File: config.mk
export PLATFORM = sky130hd
export DESIGN_NAME = aes_round_linear
export DESIGN_NICKNAME = d
export VERILOG_FILES = /design/src/rtl/aes_pkg.sv /design/src/rtl/aes_mix_column.sv /design/src/rtl/aes_round_linear.sv
export SDC_FILE = /design/constraint.sdc
export NUM_CORES = 1
export LEC_CHECK = 0
export CAP_MARGIN = 30
export CORE_MARGIN = 5
export CORE_UTILIZATION = 48
export DETAILED_ROUTE_END_ITERATION = 8
export GPL_TIMING_DRIVEN = 1
export PLACE_DENSITY = 0.85
export SYNTH_ARGS = -nofsm -noshare
export SYNTH_HDL_FRONTEND = slang
export SYNTH_SLANG_ARGS = --single-unit
export TNS_END_PERCENT = 20
File: constraint.sdc
create_clock -name clk -period 2.8 [get_ports clk]
set_input_delay 0.56 -clock clk [delete_from_list [all_inputs] [get_ports clk]]
set_output_delay 0.56 -clock clk [all_outputs]
set_load 0.02 [all_outputs]
File: src/rtl/aes_pkg.sv
// Shared AES types, the GF(2^8) helpers used by MixColumns and the
// column-major byte addressing helper.
package aes_pkg;

   typedef logic [127:0] aes_state_t;
   typedef logic [31:0]  aes_word_t;
   typedef logic [7:0]   aes_byte_t;

   // Reduction constant for x^8 + x^4 + x^3 + x + 1 (the x^8 term is implicit).
   localparam aes_byte_t AES_POLY = 8'h1b;

   // Multiply by x (i.e. by 2) in GF(2^8).
   function automatic aes_byte_t xtime(input aes_byte_t x);
      return {x[6:0], 1'b0} ^ (x[7] ? AES_POLY : 8'h00);
   endfunction

   // Multiply by x+1 (i.e. by 3) in GF(2^8).
   function automatic aes_byte_t gmul3(input aes_byte_t x);
      return xtime(x) ^ x;
   endfunction

   // MSB position of state byte s[r][c]; the byte is [byte_msb(r,c) -: 8].
   // Byte k = 4c+r sits at bits [127-8k -: 8] (byte 0 in the top bits).
   function automatic int byte_msb(input int r, input int c);
      return 127 - 8 * (4 * c + r);
   endfunction

endpackage

File: src/rtl/aes_mix_column.sv
// MixColumns on a single 32-bit column; a0 is the top byte [31:24].
// Purely combinational.
module aes_mix_column
   import aes_pkg::*;
(
   input  aes_word_t col_in,
   output aes_word_t col_out
);

   aes_byte_t a0, a1, a2, a3;

   assign a0 = col_in[31:24];
   assign a1 = col_in[23:16];
   assign a2 = col_in[15:8];
   assign a3 = col_in[7:0];

   // Fixed circulant matrix {2,3,1,1} applied to the column.
   always_comb begin
      col_out = {xtime(a0) ^ gmul3(a1) ^ a2 ^ a3,
                 a0 ^ xtime(a1) ^ gmul3(a2) ^ a3,
                 a0 ^ a1 ^ xtime(a2) ^ gmul3(a3),
                 gmul3(a0) ^ a1 ^ a2 ^ xtime(a3)};
   end

endmodule

File: src/rtl/aes_round_linear.sv
// Linear back half of an AES-128 encryption round:
// ShiftRows -> MixColumns (skipped on the final round) -> AddRoundKey,
// followed by a single output register.
//
// Handshake: in_valid qualifies state_in/round_key/final_round for the
// current cycle. There is no ready; every valid input is accepted, one per
// clock. out_valid is high for exactly one cycle per accepted input, one
// clock later; while it is low state_out keeps its last value.
module aes_round_linear
   import aes_pkg::*;
(
   input  logic       clk,
   input  logic       reset,
   input  logic       in_valid,
   input  logic       final_round,
   input  aes_state_t round_key,
   input  aes_state_t state_in,
   output logic       out_valid,
   output aes_state_t state_out
);

   aes_state_t shifted;
   aes_state_t mixed;
   aes_state_t result;
   aes_word_t  mix_col [4];

   // ShiftRows: row r rotates left by r bytes, s'[r][c] = s[r][(c+r) mod 4].
   always_comb begin
      shifted = '0;
      for (int r = 0; r < 4; r++) begin
         for (int c = 0; c < 4; c++) begin
            shifted[byte_msb(r, c) -: 8] = state_in[byte_msb(r, (c + r) % 4) -: 8];
         end
      end
   end

   // One MixColumns unit per column; column 0 occupies the top 32 bits.
   for (genvar c = 0; c < 4; c++) begin : g_mix
      aes_mix_column u_mix (
         .col_in  (shifted[127 - 32 * c -: 32]),
         .col_out (mix_col[c])
      );
   end

   // Reassemble the mixed columns and apply AddRoundKey.
   always_comb begin
      mixed  = {mix_col[0], mix_col[1], mix_col[2], mix_col[3]};
      result = (final_round ? shifted : mixed) ^ round_key;
   end

   // Output register: load on in_valid, otherwise hold data and drop valid.
   always_ff @(posedge clk) begin
      if (reset) begin
         state_out <= '0;
         out_valid <= 1'b0;
      end else if (in_valid) begin
         state_out <= result;
         out_valid <= 1'b1;
      end else begin
         out_valid <= 1'b0;
      end
   end

endmodule

==> flow_metrics.py <==
metrics = {
    "outcome": {
        "status": "completed",
    },
    "setup_path": {
        "setup.worst_path.start": "state_in[63]",
        "r2r-end": "state_out[73]",
        "crit_path_start_kind": "input port",
        "worstPathArrival_ns": 2.67,
        "ff2ff_setup_slack_ns": 1.94,
        "r2r_cells": 2,
        "cp-end-kind": "flip-flop",
        "critPathRequiredTime_ns": 3.16,
        "crit_path_max_fanout": 9,
        "timing.rr.start": "state_out[73]",
        "path_class": "in -> reg",
    },
    "sta": {
        "max_slew_margin": 0.498,
        "fmax_mhz": 432,
        "worst_pin_slew_ns": 0.752,
        "hold_violations": 0,
        "hold_slack_ns": 0.475,
        "min_period_ns": 2.31,
        "fin_setup_tns_ns": 0,
        "finalClockSkew_ns": 0,
        "maxSlewViolCount": 0,
        "finalSetupViolCount": 0,
        "final.period_utilization": 0.827,
        "rsz0062_at_grt": "false",
    },
    "grt": {
        "grt_pass1_vias": 11000,
        "grt.overflow.total": 0,
        "grt_max_degree": 145,
        "grt_pass1_wl_mm": 62.3,
        "grt_util_all_layers": 0.277,
        "antenna_found_initial": 1,
    },
    "logic_synthesis": {
        "yosysWarnings": 0,
        "synth_edf_count": 0,
        "post-synth-top-area-cell": "xnor3_1",
        "ys.flop_type": "dfxtp_1",
        "synth_area_per_cell_sq_um": 9.66,
        "syn_nets": 1533,
        "async_reset_ff_frac": 0,
        "yosysMostFrequentCell": "nand2_1",
        "synthTopCellsByCount": "nand2_1 (208), xnor2_1 (193), xnor3_1 (137), dfxtp_1 (129), clkbuf_1 (104)",
        "ys_ff_latch": 129,
        "syn_inst": 1273,
        "synth_cell_type_count": 39,
        "netlist_top_cells_area": "xnor3_1 (25%), dfxtp_1 (21%), xnor2_1 (14%)",
        "synth_top_cell_area_share": 0.251,
        "netlist_area_sq_um": 12300,
        "synth-seq-area-share": 0.210,
    },
    "route": {
        "drc": 0,
        "drtAntennaViolNets": 0,
        "num_vias": 10900,
        "routed_wl_mm": 41.7,
        "firstDrtPassIters": 5,
        "viasPerCell": 5.57,
        "first_iter_violations": 772,
        "wl_per_cell_um": 21.3,
    },
    "power_and_ir_drop": {
        "p_per_area_nw_per_um2": 486,
        "cellLeakagePower_nw": 7.48,
        "peakVddDrop_mv": 0.295,
    },
    "cells_and_area": {
        "drive_gt1_frac": 0.0635,
        "fillers": 1902,
        "area_delta_synth_final_pct": 39.9,
        "nets": 1870,
    },
    "clock_network": {
        "h-tree-depth": 4,
        "clockBufferDepth": 2,
        "ctsResizeCount": 0,
        "clk_pin_slew_ns": 0.06,
        "cts_setup_buffers": 0,
        "cts_hold_buffers": 0,
        "cts_buffers": 17,
        "cts_sinks": 129,
        "insertion_delay_ns": 0.43,
        "cts_tree": "built",
        "cts_root_buf": "clkbuf_16",
    },
    "floorplanning": {
        "core_sq_um": 25200,
        "die_area_sq_um": 28900,
        "boundaryPins": 389,
        "rows": 58,
        "die_h_um": 170,
        "start_util": 0.488,
        "die_w_um": 170,
    },
    "run": {
        "cap_violations": 0,
    },
    "min_path": {
        "hp-start": "state_out[13]",
        "hold_depth": 2,
        "holdPathEnd": "state_out[13]",
        "hold_class": "reg -> reg",
    },
    "placement": {
        "numPortBuffers": 388,
        "routabilityCongestion": 0.878,
        "hpwl_mm": 31.4,
    },
}
## logic make-up (layout without fill, tap and decap cells)
family,after synthesis,in the layout,share of synthesized area
xor+xnor,404,404,0.485
compound gates,272,272,0.133
mux,47,47,0.0383
simple gates,288,288,0.0909
other cells,0,1,0
flops,129,129,0.210
buf+inv,133,482,0.0422
## state kept, by name, indices dropped and copies added, names as in the netlist
signal and count:
state_out 128, out_valid 1
## power breakdown
part | internal (W) | leakage, nW | switching [W]
combinational | 0.00216 | 6.13 | 0.00161
clock | 0.00145 | 0.292 | 0.000995
sequential | 0.00204 | 1.06 | 0.000119
## placed cells by master, fill, tap and decap left out, drive strengths merged, types with 2 or more instances in the layout
master and count:
clkdlybuf4s50 385, nand2 208, xnor2 200, xnor3 137, dfxtp 129, o21ai 90
o22ai 80, nor2 64, buf 61, a21oi 55, mux2i 47, xor2 35
xor3 32, a32oi 25, clkbuf 19, inv 7, o2111ai 6, nand2b 5
o31a 4, clkinv 4, o41a 3, nand3 3, bufinv 3, clkinvlp 3
nor2b 2, a2bb2oi 2, nor3 2, o311ai 2, and3 2
## final cells by class
type / instances / area, sq um / area share
Inverter: 5 / 21.3 / 0.00124
Clock inverter: 12 / 158 / 0.00916
Clock buffer: 19 / 453 / 0.0263
Sequential cell: 129 / 2580 / 0.150
Antenna cell: 1 / 2.50 / 0.000145
Tap cell: 330 / 413 / 0.0240
Multi-Input combinational cell: 1011 / 9200 / 0.535
Timing Repair Buffer: 446 / 4380 / 0.254
## critical path: stages
cell and delay [ns]:
clkdlybuf4s50_1 0.82, xnor3_1 0.52, xnor3_1 0.36, o21ai_0 0.21, mux2i_1 0.11, nor2_1 0.09
## metal layers
| metal | up-vias | global-route usage | part of all wire |
|---|---|---|---|
| li1 | 5073 | - | - |
| met1 | 5241 | 0.342 | 0.40 |
| met2 | 469 | 0.474 | 0.48 |
| met3 | 89 | 0.0641 | 0.076 |
| met4 | 0 | 0.102 | 0.037 |
| met5 | - | 0 | 0 |
## per-stage QoR
stage	setup WS, ns	area (sq um)	total power (W)	cells	util
after floorplan	0.662	12300	0.00461	1273	-
after global placement	0.120	16600	0.00586	1921	0.659
after detailed placement	0.0418	16600	0.00594	1921	0.659
after CTS	0.483	17200	0.00840	1952	0.683
after global routing	0.373	17200	0.00874	1953	0.683
final	0.486	17200	0.00837	1953	0.683
## how the worst max path moves through the flow
stage | end | slack, ns | depth (start not counted)
finish | state_out[35] | 0.49 | 6
detailed placement | state_out[35] | 0.04 | 6
CTS | state_out[35] | 0.48 | 6
global placement | state_out[12] | 0.12 | 6
global route | state_out[40] | 0.37 | 6
floorplan | state_out[73] | 0.66 | 6
Power figures use the tool's default switching activity.
